### src/rtl/hazard_scoreboard_pkg.sv
// Shared constants for the hazard scoreboard.
// Latency classes used by the decoder when driving i_lat.
package hazard_scoreboard_pkg;

    localparam int DEF_MAX_LAT = 7;

    localparam int LAT_ALU  = 0;
    localparam int LAT_LOAD = 1;
    localparam int LAT_MUL  = 3;
    localparam int LAT_DIV  = DEF_MAX_LAT;

endpackage

### src/rtl/sb_counter.sv
// Per-register scoreboard counter.
// Hold has priority over load, load over decrement; stops at zero.
module sb_counter #(
    parameter int LAT_W = 3
) (
    input  logic             clk,
    input  logic             reset,
    input  logic             hold,
    input  logic             load,
    input  logic [LAT_W-1:0] load_val,
    output logic [LAT_W-1:0] cnt
);

    // Count down remaining forwarding latency for one register
    always_ff @(posedge clk or posedge reset) begin
        if (reset) begin
            cnt <= '0;
        end else if (hold) begin
            cnt <= cnt;
        end else if (load) begin
            cnt <= load_val;
        end else if (cnt != '0) begin
            cnt <= cnt - 1'b1;
        end
    end

endmodule

### src/rtl/hazard_scoreboard.sv
// RAW/WAW hazard scoreboard beside the ID stage.
// Produces stall/issue and a saturating stall-cycle counter.
module hazard_scoreboard
    import hazard_scoreboard_pkg::*;
#(
    parameter int NUM_REGS = 32,
    parameter int REG_AW   = 5,
    parameter int MAX_LAT  = DEF_MAX_LAT,
    parameter int LAT_W    = $clog2(MAX_LAT + 1),
    parameter int CNT_W    = 32
) (
    input  logic                clk,
    input  logic                reset,
    input  logic                i_issueValid,
    input  logic [REG_AW-1:0]   i_rs1,
    input  logic                i_rs1Used,
    input  logic [REG_AW-1:0]   i_rs2,
    input  logic                i_rs2Used,
    input  logic [REG_AW-1:0]   i_rd,
    input  logic                i_rdWrite,
    input  logic [LAT_W-1:0]    i_lat,
    input  logic                i_flush,
    input  logic                i_hold,
    output logic                o_stall,
    output logic                o_issue,
    output logic [NUM_REGS-1:0] o_pending,
    output logic [CNT_W-1:0]    o_stallCount
);

    localparam int NSLOT = 2 ** REG_AW;

    // Every index slot exists; x0 and indices past NUM_REGS read as zero
    logic [LAT_W-1:0] cnt [NSLOT];
    logic [LAT_W-1:0] lat_sat;
    logic [LAT_W-1:0] rs1_cnt;
    logic [LAT_W-1:0] rs2_cnt;
    logic [LAT_W-1:0] rd_cnt;
    logic             raw1;
    logic             raw2;
    logic             waw;
    logic             issue_wr;

    assign lat_sat = (i_lat > LAT_W'(MAX_LAT)) ? LAT_W'(MAX_LAT) : i_lat;

    assign rs1_cnt = cnt[i_rs1];
    assign rs2_cnt = cnt[i_rs2];
    assign rd_cnt  = cnt[i_rd];

    assign raw1 = i_rs1Used & (i_rs1 != '0) & (rs1_cnt != '0);
    assign raw2 = i_rs2Used & (i_rs2 != '0) & (rs2_cnt != '0);
    // Younger write must not retire before the older one
    assign waw  = i_rdWrite & (i_rd != '0) & (rd_cnt > lat_sat);

    assign o_stall  = i_issueValid & ~i_flush & (raw1 | raw2 | waw);
    assign o_issue  = i_issueValid & ~i_flush & ~o_stall & ~i_hold;
    assign issue_wr = o_issue & i_rdWrite & (i_rd != '0);

    for (genvar r = 0; r < NSLOT; r++) begin : g_reg
        if (r == 0 || r >= NUM_REGS) begin : g_none
            assign cnt[r] = '0;
        end else begin : g_cnt
            sb_counter #(
                .LAT_W    (LAT_W)
            ) u_cnt (
                .clk      (clk),
                .reset    (reset),
                .hold     (i_hold),
                .load     (issue_wr && (i_rd == REG_AW'(r))),
                .load_val (lat_sat),
                .cnt      (cnt[r])
            );
        end
        if (r < NUM_REGS) begin : g_pend
            assign o_pending[r] = (cnt[r] != '0);
        end
    end

    // Saturating count of stalled cycles
    always_ff @(posedge clk or posedge reset) begin
        if (reset) begin
            o_stallCount <= '0;
        end else if (o_stall && !(&o_stallCount)) begin
            o_stallCount <= o_stallCount + 1'b1;
        end
    end

endmodule

### config.mk
export PLATFORM = sky130hd
export DESIGN_NAME = hazard_scoreboard
export DESIGN_NICKNAME = d
export VERILOG_FILES = /design/src/rtl/hazard_scoreboard_pkg.sv /design/src/rtl/sb_counter.sv /design/src/rtl/hazard_scoreboard.sv
export SDC_FILE = /design/constraint.sdc
export NUM_CORES = 1
export LEC_CHECK = 0
export CAP_MARGIN = 20
export CORE_ASPECT_RATIO = 1.4
export CORE_UTILIZATION = 50
export DETAILED_ROUTE_END_ITERATION = 8
export GPL_TIMING_DRIVEN = 1
export PLACE_DENSITY = 0.7
export SYNTH_ARGS = -nofsm -noshare
export SYNTH_HDL_FRONTEND = slang
export SYNTH_SLANG_ARGS = --single-unit
### constraint.sdc
create_clock -name clk -period 6.5 [get_ports clk]
set_input_delay 0.975 -clock clk [delete_from_list [all_inputs] [get_ports clk]]
set_output_delay 0.975 -clock clk [all_outputs]
set_load 0.01 [all_outputs]
==> impl_results.md <==
* Setup ws final at 505 ps
* Clock sinks at 125
* Dpl hpwl at 23100 um
* Worst hold endpoint: o_stallCount[16]
* Synth top area cells: dfrtp_1 (30%), ha_1 (7.9%), mux4_2 (6.2%)
* Setup Buffers After CTS at 0
* Sequential share of the synthesized area at about 30%
* Core area at a little over 20000 sq um
* Arr. time, crit path at between 5000 and 6000 ps
* Filler instances at roughly 1800
* Commonest non-fill, non-tap cell in the layout: dfrtp_1
* Post-synth cell types at 63
* Number of synthesized register bits at around 130
* GRT overflow at 0
* Die Y at ~170 um
* Final hold vios at 0
* Overall Global Routing Usage at 30.9%
* Cts hold-fix bufs at 0
* Clk root buf: clkbuf_16
* Syn Area/Cell at 9.02 sq um
* Status: complete, no violations
* Area grow syn2layout at 15.3%
* Worst setup SP type: primary input
* Number of flops mapped to enable cells by yosys at 0
* Gate count of the mapped netlist at ~1200
* Via density at 6.89
* Clock Skew at 15.3 ps
* Vias at approximately 10000
* Final-report setup violation count at 0
* RSZ-0062 raised after global routing: false
* H-tree Lvls at 4
* Worst skew pair latency at around 430 ps
* Nets at between 1000 and 1500
* Num rows at 62
* Int Power at 0.00265 W
* Synth area leader: dfrtp_1
* Initial DRC count at around 900
* Worst reg-to-reg setup slack at ~2300 ps
* Slew HR at 31.4%
* Commonest non-fill, non-tap cells in the layout: dfrtp_1 (125), nor2_1 (109), clkdlybuf4s50_1 (88)
* First-pass GRT wire length at around 53000 um
* I/O pin cnt at 92
* Minimum clock period at 5990 ps
* PortBufs at 90
* Tcrit/Tclk final at between 90 and 100%
* Initial Utilization at 51.1%
* Final Wtd Congestion at 0.971
* CP required at 5520 ps
* Synth warnings at 0
* Fraction of registers with async set/reset at 100%
* Die area at 21500 sq um
* Initial antenna violation count at 0
* N_diodes at 0
* Antenna Violating Nets Remaining at 0
* Share of cells above drive strength 1 at roughly 8.8%
* DRC at 0
* Number of global-route vias before repair at just under 10000
* Largest net degree at the start of global routing at around 130
* WHS at 496 ps
* Final wirelength at approximately 33000 um
* Clock slew at reported path FFs at approximately 60 ps
* Clk buf depth at 2
* CTS tree: yes
* Sw Pwr at 0.00184 W
* Critical Path End Type: output pin
* Util after Layout at 58.9%
* TritonRoute pass-1 iters at 5
* Pre-CTS setup slack at between 500 and 600 ps
* Final setup TNS at 0 ps
* Logic pwr share at a little over two fifths
* P per Cell Area at 372 nW/um^2
* Mapped Area at between 10000 and 15000 sq um
* Post-synth top area share at between 20% and 30%
* Crit path max fanout at 14
* Hold Crit Class: flop to flop
* Slew @ Worst Pin at 1020 ps
* Crit Reg-Reg Endpoint: g_reg[26].g_cnt.u_cnt.cnt[0]
* Routed length per instance at roughly 23 um
* CTS buffer count at 17
* Worst r2r path cells at 12
* Peak VDD IR at about 210 uV
* WHS Path Cells at 1
* Max frequency at around 0.17 GHz
* Dpl cells at 1441
* Critical path class: primary input to output pin
* Syn_nets at 1252
* RR Startpoint: g_reg[14].g_cnt.u_cnt.cnt[1]
* Final Slew Violations at 0
* Hold_sp: o_stallCount[16]
* Non-Filler Instances at ~1500
* Post-CTS Resized at 0
* Sequential power share at roughly 36%
* Sw Share at 41.0%
* Clock network power share at between 20 and 25%
* Die width at 124 um
* Max-cap viol count at 0
* Main synth FF type: dfrtp_1
* Leak at between 4 and 5 nW
## metrics by stage
stage                     total power [W]  cell area (sq um)
after floorplan                   0.00286              10500
after global placement            0.00342              11500
after detailed placement          0.00347              11500
after CTS                         0.00447              12100
after global routing              0.00479              12100
final                             0.00449              12100
## flip-flops by register name, indices dropped and copies added (netlist names)
| register | count |
|---|---|
| o_stallCount | 32 |
| g.g_cnt.u_cnt.cnt | 93 |
## final cells by class
type / count / area, sq um / area share [%]
clock buffer: 20 / 467 / 3.87
clock inverter: 12 / 135 / 1.12
tap: 256 / 320 / 2.65
sequential: 125 / 3130 / 25.9
inverter: 73 / 277 / 2.29
timing repair buffer: 108 / 1040 / 8.63
multi-input combinational: 879 / 6700 / 55.5
## cell families after synthesis
family,count (synthesis),share of synthesized area (%)
xor+xnor,31,2.59
mux,37,7.05
other cells,1,0.0358
flops,125,29.9
compound gates,235,19.3
fa+ha+maj,66,7.89
buf+inv,156,6.26
simple gates,509,27.0
## cells in the mapped netlist, types with 3 or more instances
cell type,count
o32ai_1,14
nor4b_1,35
o22a_1,12
nand3_1,41
a21oi_1,11
nand2b_1,37
dfrtp_1,125
xnor2_1,31
ha_1,66
inv_1,72
o211a_1,3
buf_6,5
a31oi_1,6
nor3b_1,3
mux4_2,29
nand4b_1,4
o32a_1,53
buf_2,20
a211oi_1,30
mux2_2,4
or3_1,6
clkbuf_1,48
and3_1,70
buf_1,8
mux2i_1,4
a311oi_1,3
o21ai_0,18
and4_1,6
a221o_1,20
nor2_1,111
nor3_1,49
a221oi_1,23
nand2_1,46
o221a_2,11
nand4_1,19
a2111oi_0,3
o211ai_1,11
nor4_1,33
nor2b_1,35
nand3b_1,6
## worst max-delay path by stage
| stage | startpoint | to | slack [ps] | depth (start not counted) |
|---|---|---|---|---|
| 3_5_place_dp | i_rd[1] | o_issue | 500 | 13 |
| 3_3_place_gp | i_rd[1] | o_issue | 570 | 13 |
| 2_1_floorplan | i_rd[0] | o_issue | 770 | 15 |
| 5_1_grt | i_rd[1] | o_issue | 200 | 14 |
| 4_1_cts | i_rd[1] | o_issue | 500 | 13 |
| 6_report | i_rd[1] | o_issue | 510 | 13 |
## power by group through the flow
stage | combinational, W | sequential (W) | clock (W)
floorplan | 0.00149 | 0.00137 | 0
global placement | 0.00182 | 0.00160 | 0
detailed placement | 0.00187 | 0.00160 | 0
CTS | 0.00188 | 0.00159 | 0.000996
global route | 0.00211 | 0.00165 | 0.00103
finish | 0.00188 | 0.00162 | 0.000986
## routing by layer
layer  share of wire [%]  track usage, %  vias to the layer above
met4                 5.2            16.9                        0
li1                    -               -                     4541
met1                  38            37.6                     4979
met5                   0               0                        -
met3                 7.0            5.63                      124
met2                  49            51.5                      499
## critical path: stages
cell	delay (ps)
clkdlybuf4s50_1	820
buf_4	300
mux4_2	320
mux4_2	480
mux2_2	280
ha_1	310
a21o_1	160
a21oi_1	130
o211ai_1	150
nor4_4	320
nand2_4	90
nor2_1	120
clkdlybuf4s50_1	550
No activity file was read; power rests on OpenSTA's default activity.
